### config.mk
export PLATFORM = sky130hd
export DESIGN_NAME = mult_stream_adapter_flat
export DESIGN_NICKNAME = d
export VERILOG_FILES = /design/src/rtl/mult_stream_adapter_if.sv /design/src/rtl/mult_stream_adapter.sv /design/src/flat_wrapper.sv
export SDC_FILE = /design/constraint.sdc
export NUM_CORES = 1
export LEC_CHECK = 0
export CORE_MARGIN = 5
export CORE_UTILIZATION = 54
export DETAILED_ROUTE_END_ITERATION = 10
export PLACE_DENSITY = 0.81
export SLEW_MARGIN = 15
export SYNTH_ARGS = -nofsm -noshare
export SYNTH_HDL_FRONTEND = slang
export SYNTH_SLANG_ARGS = --single-unit
### constraint.sdc
create_clock -name clk -period 3.31 [get_ports clk]
set_input_delay 0.662 -clock clk [delete_from_list [all_inputs] [get_ports clk]]
set_output_delay 0.662 -clock clk [all_outputs]
set_load 0.01 [all_outputs]
### src/rtl/mult_stream_adapter_if.sv
// Signal bundle joining the mult stream adapter to its operand producer,
// its result consumer and the two-cycle Mult stage.
interface mult_stream_adapter_if;
  logic        in_valid;
  logic        in_ready;
  logic [31:0] in_left;
  logic [31:0] in_right;
  logic        mul_go;
  logic [31:0] mul_left;
  logic [31:0] mul_right;
  logic [31:0] mul_out;
  logic        out_valid;
  logic        out_ready;
  logic [31:0] out_data;

  modport slave (
    input  in_valid, in_left, in_right, mul_out, out_ready,
    output in_ready, mul_go, mul_left, mul_right, out_valid, out_data
  );

  modport master (
    output in_valid, in_left, in_right, mul_out, out_ready,
    input  in_ready, mul_go, mul_left, mul_right, out_valid, out_data
  );
endinterface

### src/rtl/mult_stream_adapter.sv
// Valid/ready front end for the two-cycle Mult stage: issues a go pulse with held
// operands, captures the product two cycles later and queues it in a credit-guarded FIFO.
module mult_stream_adapter #(
  parameter int DEPTH = 4
) (
  input  logic                 clk,
  input  logic                 reset,
  mult_stream_adapter_if.slave bus
);

  localparam int AW = $clog2(DEPTH);
  localparam int CW = AW + 1;

  logic          s_go_r;
  logic          s_1_r;
  logic          s_2_r;
  logic [31:0]   left_r;
  logic [31:0]   right_r;
  logic          in_ready_r;

  logic [AW-1:0] rd_ptr_r;
  logic [AW-1:0] wr_ptr_r;
  logic [CW-1:0] count_r;
  logic [31:0]   mem_r [DEPTH];
  logic          out_valid_r;
  logic [31:0]   out_data_r;

  logic          accept_s;
  logic          push_s;
  logic          pop_s;
  logic          in_ready_next_s;
  logic [AW-1:0] rd_ptr_next_s;
  logic [AW-1:0] wr_ptr_next_s;
  logic [CW-1:0] count_next_s;
  logic [CW:0]   credit_sum_s;
  logic [31:0]   head_next_s;

  // Handshake decode plus next-state of FIFO bookkeeping, credit and head data
  always_comb begin
    accept_s = bus.in_valid && in_ready_r;
    push_s   = s_2_r;
    pop_s    = out_valid_r && bus.out_ready;

    if (pop_s) begin
      rd_ptr_next_s = rd_ptr_r + AW'(1'b1);
    end else begin
      rd_ptr_next_s = rd_ptr_r;
    end

    if (push_s) begin
      wr_ptr_next_s = wr_ptr_r + AW'(1'b1);
    end else begin
      wr_ptr_next_s = wr_ptr_r;
    end

    case ({push_s, pop_s})
      2'b10:   count_next_s = count_r + CW'(1'b1);
      2'b01:   count_next_s = count_r - CW'(1'b1);
      default: count_next_s = count_r;
    endcase

    // Ready is computed from next-cycle state so the port comes straight from a flop;
    // the pop term only reaches it through count, never combinationally.
    credit_sum_s = {1'b0, count_next_s} + (CW+1)'(accept_s)
                 + (CW+1)'(s_go_r) + (CW+1)'(s_1_r);
    if (!accept_s && (credit_sum_s < (CW+1)'(DEPTH))) begin
      in_ready_next_s = 1'b1;
    end else begin
      in_ready_next_s = 1'b0;
    end

    // A capture landing on the next head slot bypasses the array
    if (push_s && (wr_ptr_r == rd_ptr_next_s)) begin
      head_next_s = bus.mul_out;
    end else begin
      head_next_s = mem_r[rd_ptr_next_s];
    end
  end

  // Issue pipeline, operand hold registers and the input ready flag
  always_ff @(posedge clk or negedge reset) begin
    if (!reset) begin
      s_go_r     <= 1'b0;
      s_1_r      <= 1'b0;
      s_2_r      <= 1'b0;
      left_r     <= 32'd0;
      right_r    <= 32'd0;
      in_ready_r <= 1'b1;
    end else begin
      s_go_r     <= accept_s;
      s_1_r      <= s_go_r;
      s_2_r      <= s_1_r;
      in_ready_r <= in_ready_next_s;
      if (accept_s) begin
        left_r  <= bus.in_left;
        right_r <= bus.in_right;
      end
    end
  end

  // Result FIFO storage, pointers, occupancy and registered head
  always_ff @(posedge clk or negedge reset) begin
    if (!reset) begin
      rd_ptr_r    <= {AW{1'b0}};
      wr_ptr_r    <= {AW{1'b0}};
      count_r     <= {CW{1'b0}};
      out_valid_r <= 1'b0;
      out_data_r  <= 32'd0;
      for (int i = 0; i < DEPTH; i++) begin
        mem_r[i] <= 32'd0;
      end
    end else begin
      rd_ptr_r    <= rd_ptr_next_s;
      wr_ptr_r    <= wr_ptr_next_s;
      count_r     <= count_next_s;
      out_valid_r <= (count_next_s != {CW{1'b0}});
      out_data_r  <= head_next_s;
      if (push_s) begin
        mem_r[wr_ptr_r] <= bus.mul_out;
      end
    end
  end

  assign bus.in_ready  = in_ready_r;
  assign bus.mul_go    = s_go_r;
  assign bus.mul_left  = left_r;
  assign bus.mul_right = right_r;
  assign bus.out_valid = out_valid_r;
  assign bus.out_data  = out_data_r;

endmodule

### src/flat_wrapper.sv
// flat-port wrapper written by rule: the top's interface ports become plain ports
module mult_stream_adapter_flat 
#(
  parameter int DEPTH = 4
)
  (clk, reset, bus_in_valid, bus_in_left, bus_in_right, bus_mul_out, bus_out_ready, bus_in_ready, bus_mul_go, bus_mul_left, bus_mul_right, bus_out_valid, bus_out_data);
  mult_stream_adapter_if bus_i ();
  input  logic clk;
  input  logic reset;
  input wire logic [$bits(bus_i.in_valid)-1:0] bus_in_valid;
  input wire logic [$bits(bus_i.in_left)-1:0] bus_in_left;
  input wire logic [$bits(bus_i.in_right)-1:0] bus_in_right;
  input wire logic [$bits(bus_i.mul_out)-1:0] bus_mul_out;
  input wire logic [$bits(bus_i.out_ready)-1:0] bus_out_ready;
  output wire logic [$bits(bus_i.in_ready)-1:0] bus_in_ready;
  output wire logic [$bits(bus_i.mul_go)-1:0] bus_mul_go;
  output wire logic [$bits(bus_i.mul_left)-1:0] bus_mul_left;
  output wire logic [$bits(bus_i.mul_right)-1:0] bus_mul_right;
  output wire logic [$bits(bus_i.out_valid)-1:0] bus_out_valid;
  output wire logic [$bits(bus_i.out_data)-1:0] bus_out_data;
  assign bus_i.in_valid = bus_in_valid;
  assign bus_i.in_left = bus_in_left;
  assign bus_i.in_right = bus_in_right;
  assign bus_i.mul_out = bus_mul_out;
  assign bus_i.out_ready = bus_out_ready;
  assign bus_in_ready = bus_i.in_ready;
  assign bus_mul_go = bus_i.mul_go;
  assign bus_mul_left = bus_i.mul_left;
  assign bus_mul_right = bus_i.mul_right;
  assign bus_out_valid = bus_i.out_valid;
  assign bus_out_data = bus_i.out_data;
  mult_stream_adapter #(.DEPTH(DEPTH)) u_core (.clk(clk), .reset(reset), .bus(bus_i));
endmodule
==> results of run 1 <==
==> sequential cells by signal, summed over array words and instances (netlist names) <==
register              flops
u_core.bus.mul_right     32
u_core.rd_ptr_r           2
u_core.bus.in_ready       1
u_core.push_s             1
u_core.wr_ptr_r           2
u_core.mem_r            128
u_core.bus.mul_go         1
u_core.bus.out_valid      1
u_core.count_r            3
u_core.s_1_r              1
u_core.bus.out_data      32
u_core.bus.mul_left      32
==> power by group <==
part	leakage, nW	switching (W)	total [W]	internal (W)
registers	2.77	0.00117	0.00558	0.00441
clock network	0.468	0.00119	0.00306	0.00187
logic	3.25	0.00362	0.00789	0.00427
total	6.49	0.00598	0.0165	0.0105
==> logic make-up (layout without fill, tap and decap cells) <==
family          count (synthesis)  after routing  share of synthesized area [%]
mux                           258            258                          23.51
compound gates                257            257                          14.37
flops                         236            236                          49.15
simple gates                  176            176                          7.632
buf+inv                       102            288                          3.946
fa+ha+maj                       8              8                         0.9578
xor+xnor                        6              6                         0.4374
==> layer usage <==
layer | share of wire [%] | track usage [%]
met4 | 2.9 | 8.879
met5 | 0 | 0
met3 | 9.8 | 7.870
met1 | 38 | 30.55
met2 | 49 | 43.80
==> through the flow <==
step           hold slack, ps  cells  utilization [%]  setup slack (ps)  instance area [µm²]
2_1_floorplan           347.2   1043                -             556.0                12020
3_3_place_gp            372.5   1459            65.16             763.5                14260
3_5_place_dp            374.0   1459            65.16             726.2                14260
4_1_cts                 152.6   1509            69.40             932.7                15190
5_1_grt                 173.4   1509            69.40             792.2                15190
6_report                129.9   1509            69.40             941.2                15190
==> layout by cell type (no fill, tap or decap), drive strengths merged, types with 36 or more instances in the layout <==
cell type / Yosys / layout
a21oi: 64 / 64
a2bb2oi: 64 / 64
buf: 54 / 36
clkbuf: 42 / 40
clkdlybuf4s50: 0 / 196
dfrtp: 235 / 235
mux2: 194 / 194
mux2i: 64 / 64
nand2: 40 / 40
nand3: 65 / 65
==> how the worst min path moves through the flow <==
stage / start / end / slack (ps) / cells past startpoint
after floorplan: u_core.s_1_r / u_core.push_s / 350 / 0
after global placement: u_core.s_1_r / u_core.push_s / 370 / 0
after detailed placement: u_core.s_1_r / u_core.push_s / 370 / 0
after CTS: reset / u_core.mem_r[120] / 150 / 1
after global routing: reset / u_core.bus.out_data[31] / 170 / 1
final: reset / u_core.bus.out_data[31] / 130 / 1
==> area by class of cell <==
type                    instances  area [µm²]  area share (%)
clock inverters                10       103.9          0.6836
multi-input cells             705        5653           37.21
flip-flops and latches        236        5913           38.92
inverters                       6       22.52          0.1482
well taps                     280       350.3           2.306
repair buffers                232        2325           15.30
clock buffers                  40       824.5           5.427
==> results.json, run 1 <==
{
  "drt_wl_total_um": 33230,
  "cts_hold_buf": 0,
  "r2r-start": "u_core.bus.out_valid",
  "timing.final.setup_violations": 0,
  "drv_cap": 0,
  "cts_root_buffer": "clkbuf_16",
  "global_route_wire_length_before_repair_um": 53890,
  "global_route.usage.total_pct": 25.53,
  "post-route-min-period_ps": 2369,
  "dieWidth_um": 159.2,
  "worst-slew-pin-transition_ps": 823.5,
  "antenna_violations_before_repair": 0,
  "worst_r2r_endpoint": "u_core.bus.out_data[2]",
  "cp-endpoint": "u_core.bus.out_data[2]",
  "worst_path_max_stage_delay_ps": 540,
  "setup_crit_start": "u_core.bus.out_valid",
  "postSynthNetCount": 1151,
  "required_ps": 3730,
  "synth.ff_latch_count": 236,
  "status": "complete, no violations",
  "worst_ir_drop_on_vdd_uv": 607.2,
  "clkLatencyLatePin_ps": 540,
  "cts-resized-gates": 0,
  "globalplace.congestion": 0.7782,
  "fill_cells": 1609,
  "critical_path_buf_inv_count": 3,
  "clock_pin_slew_on_the_worst_setup_and_hold_paths_ps": 60,
  "ys.flop_type": "dfrtp_1",
  "grt_start_max_net_pins": 86,
  "io_buffer_count": 198,
  "crit_chain": "nand2_4, inv_2, buf_4, buf_4, o21ai_0, a2bb2oi_1, a22oi_1, o21a_1",
  "critical-path-top-cell-by-count": "buf_4",
  "crit_fanout": 34,
  "post-route-period-util_pct": 71.57,
  "timing.final.hold_violations": 0,
  "fin_tns_setup_ps": 0,
  "worst_path_max_delay_cell": "dfrtp_2",
  "layout-area-overhead-vs-synth_pct": 26.41,
  "maxSlewHeadroom_pct": 45.10,
  "leakagePower_nw": 6.487,
  "route.detailed.vias_per_inst": 6.317,
  "netlist_instances": 1043,
  "detailedPlacementHpwl_um": 20190,
  "max_freq_mhz": 422.2,
  "grt_remaining_overflow": 0,
  "asr_flop_ratio_synth_pct": 100.0,
  "antenna_cells": 0,
  "die_area_um2": 25340,
  "min_path_type": "primary input to async pin",
  "ant_nets": 0,
  "detailroute.via_count": 9532,
  "reg2reg_slack_ps": 940,
  "path_depth": 8,
  "synthDominantCellAreaShare_pct": 48.93,
  "syn_area_per_cell_um2": 11.52,
  "synth.top_cells.by_area": "dfrtp_1 (49%), mux2_2 (18%), mux2i_1 (5.3%), a2bb2oi_1 (4.7%), nand3_1 (2.7%)",
  "timing_max_transition_violations_final": 0,
  "drive_above_1_share_pct": 23.35,
  "synth_sequential_area_ratio_pct": 49.15,
  "drt-wirelength-per-cell_um": 22.02,
  "path_delay_family": "buffers and inverters",
  "first_global_vias": 10270,
  "synth_largest_area_cell": "dfrtp_1",
  "first_pass_iters": 7,
  "final_nets": 1316,
  "worstPathArrival_ps": 2790,
  "mappedNetlistArea_um2": 12020,
  "largest_clock_skew_in_the_final_design_ps": 12.88,
  "post_cts_setup_buffers": 0,
  "power.density_cell_area_nw_per_um2": 1088,
  "grt_setup_unrepaired": "no",
  "criticalPathCategory": "flop to flop",
  "synth_enable_flop_cells": 0,
  "cts_tree": "built",
  "clock_tree.buffer_depth": 3,
  "count_leader_synth": "dfrtp_1",
  "synth-warning-count": 0,
  "chipHeight_um": 159.2,
  "floorplan.rows": 54,
  "synth_common_cells": "dfrtp_1 (235), mux2_2 (193), nand3_1 (65)",
  "cts.sink_count": 236,
  "core_area_um2": 21890,
  "cts_buffers": 27,
  "cts-htree-levels": 1,
  "detailedRoute.firstIterationViolations": 629,
  "initial_cell_density_of_the_core_pct": 54.90,
  "reg2regPathDepth": 8,
  "cp-start-kind": "flop",
  "total_power_w": 0.01653,
  "ioPinCount": 199,
  "end_kind": "flop",
  "drt_drc_violations_left": 0,
  "synthDistinctLibCells": 33
}
Note: power is estimated with default switching activity, not from simulation.
==> inputs of run 2 (changes only) <==
Settings changed: CORE_UTILIZATION 54 to 49, PLACE_DENSITY 0.81 to 0.77.
Clock period 3.31 ns to 2.16 ns, I/O delays scaled along.
==> results.json, run 2 (synthesis gave the netlist of run 1 again) <==
{
  "status": "complete, no violations",
  "fill_cells": 1884,
  "largest-register": "u_core.mem_r",
  "criticalPathCategory": "flop to primary output",
  "timing.final.setup_violations": 0,
  "clock_tree.buffer_depth": 3,
  "initial_cell_density_of_the_core_pct": 49.56,
  "power.density_cell_area_nw_per_um2": 1641,
  "post-route-period-util_pct": 97.21,
  "whs_ps": 378.0,
  "die_area_um2": 27760,
  "drv_cap": 0,
  "timing.final.hold_violations": 0,
  "ioPinCount": 199,
  "detailroute.via_count": 9494,
  "antenna_violations_before_repair": 1,
  "globalplace.congestion": 0.7657,
  "crit_fanout": 16,
  "chipHeight_um": 166.6,
  "clkLatencyLatePin_ps": 540,
  "ant_nets": 0,
  "cts_buffers": 26,
  "largest_register_ff_count": 128,
  "stdcell_count": 1572,
  "first_pass_iters": 5,
  "max_freq_mhz": 476.3,
  "maxSlewHeadroom_pct": 44.69,
  "detailedRoute.firstIterationViolations": 632,
  "commonest_cells_after_routing_fill_and_taps_aside": "dfrtp_1 (232), clkdlybuf4s50_1 (196), mux2_2 (193), nand3_1 (65)",
  "drt_drc_violations_left": 0,
  "worstPathArrival_ps": 1670,
  "cp-start-kind": "flop",
  "drive_above_1_share_pct": 24.30,
  "worst_hold_path.num_cells": 0,
  "grt_setup_unrepaired": "no",
  "drt_wl_total_um": 32920,
  "global_route.usage.total_pct": 23.36,
  "regArea_um2": 5913,
  "first_global_vias": 10140,
  "post-route-min-period_ps": 2100,
  "cts_root_buffer": "clkbuf_16",
  "detailedPlacementHpwl_um": 20780,
  "grt_start_max_net_pins": 73,
  "core_area_um2": 24250,
  "min_path_type": "flop to flop",
  "cts-htree-levels": 1,
  "multi_input_area_um2": 5688,
  "dieWidth_um": 166.6,
  "floorplan.rows": 57,
  "cts_tree": "built",
  "largest_clock_skew_in_the_final_design_ps": 21.60,
  "end_kind": "primary output",
  "reg2regPathDepth": 8,
  "worst-slew-pin-transition_ps": 829.6,
  "route.detailed.vias_per_inst": 6.039,
  "worst_ir_drop_on_vdd_uv": 955.8,
  "layout-area-overhead-vs-synth_pct": 28.61,
  "io_buffer_count": 198,
  "mostFrequentLayoutCell": "dfrtp_1",
  "clock_pin_slew_on_the_worst_setup_and_hold_paths_ps": 60,
  "final_nets": 1336,
  "leakagePower_nw": 6.586,
  "global_route_wire_length_before_repair_um": 53590,
  "grt_remaining_overflow": 0,
  "cts.sink_count": 236,
  "drt-wirelength-per-cell_um": 20.94,
  "dp_cells": 1523,
  "timing_max_transition_violations_final": 0,
  "required_ps": 1730
}
-- run 2: worst paths after layout --
kind | startpoint | to | slack [ps]
setup reg to reg | u_core.bus.out_valid | u_core.bus.in_ready | 120
min in group asynchronous | reset | u_core.mem_r[64] | 440
max in group asynchronous | reset | u_core.mem_r[33] | 1040
setup / recovery | u_core.bus.out_valid | bus_out_valid | 60
hold / removal | u_core.s_1_r | u_core.push_s | 380
hold reg to reg | u_core.s_1_r | u_core.push_s | 380
-- run 2: cell type report --
type	instances	area share [%]
Sequential cell	236	38.26
Multi-Input combinational cell	705	36.80
Timing Repair Buffer	253	16.69
Clock buffer	40	5.076
Tap cell	324	2.623
Clock inverter	7	0.3886
Inverter	6	0.1457
Antenna cell	1	0.01619
-- run 2: repair_timing --
action / 4_1_cts / 5_1_grt
pin swaps: 1 / 0
setup buffers: 0 / 0
setup endpoints to repair: 2 / 2
hold endpoints to repair: 50 / 0
hold buffers: 1 / 0
resized for setup: 1 / 2
-- run 2: power breakdown --
group          switching [W]  total [W]  leakage [nW]  internal [W]
sequential           0.00147    0.00824          2.77       0.00676
clock                0.00176    0.00437         0.422       0.00260
combinational        0.00588     0.0128          3.40       0.00688
total                0.00912     0.0254          6.59        0.0162
-- run 2: stage by stage --
| step | setup TNS, ps | worst slack, ps | cell area, µm² | util, % | total power [W] |
|---|---|---|---|---|---|
| floorplan | -214.9 | -214.9 | 12060 | - | 0.01619 |
| global placement | -2114 | -146.0 | 14590 | 60.15 | 0.02047 |
| detailed placement | -3878 | -199.3 | 14590 | 60.15 | 0.02095 |
| CTS | 0 | 16.92 | 15440 | 63.69 | 0.02543 |
| global route | 0 | 2.897 | 15460 | 63.74 | 0.02700 |
| finish | 0 | 60.28 | 15460 | 63.74 | 0.02537 |
-- run 2: metal layers --
layer	GRT usage [%]	share of wire (%)	up-vias
met5	0	0	-
met2	39.38	49	388
li1	-	-	4262
met1	28.65	40	4780
met4	7.898	2.3	0
met3	7.300	9.4	64
-- run 2: worst max-delay path, stage by stage, from the launching register on --
cell and delay [ps]:
dfrtp_2 390, buf_8 190, clkdlybuf4s50_1 560
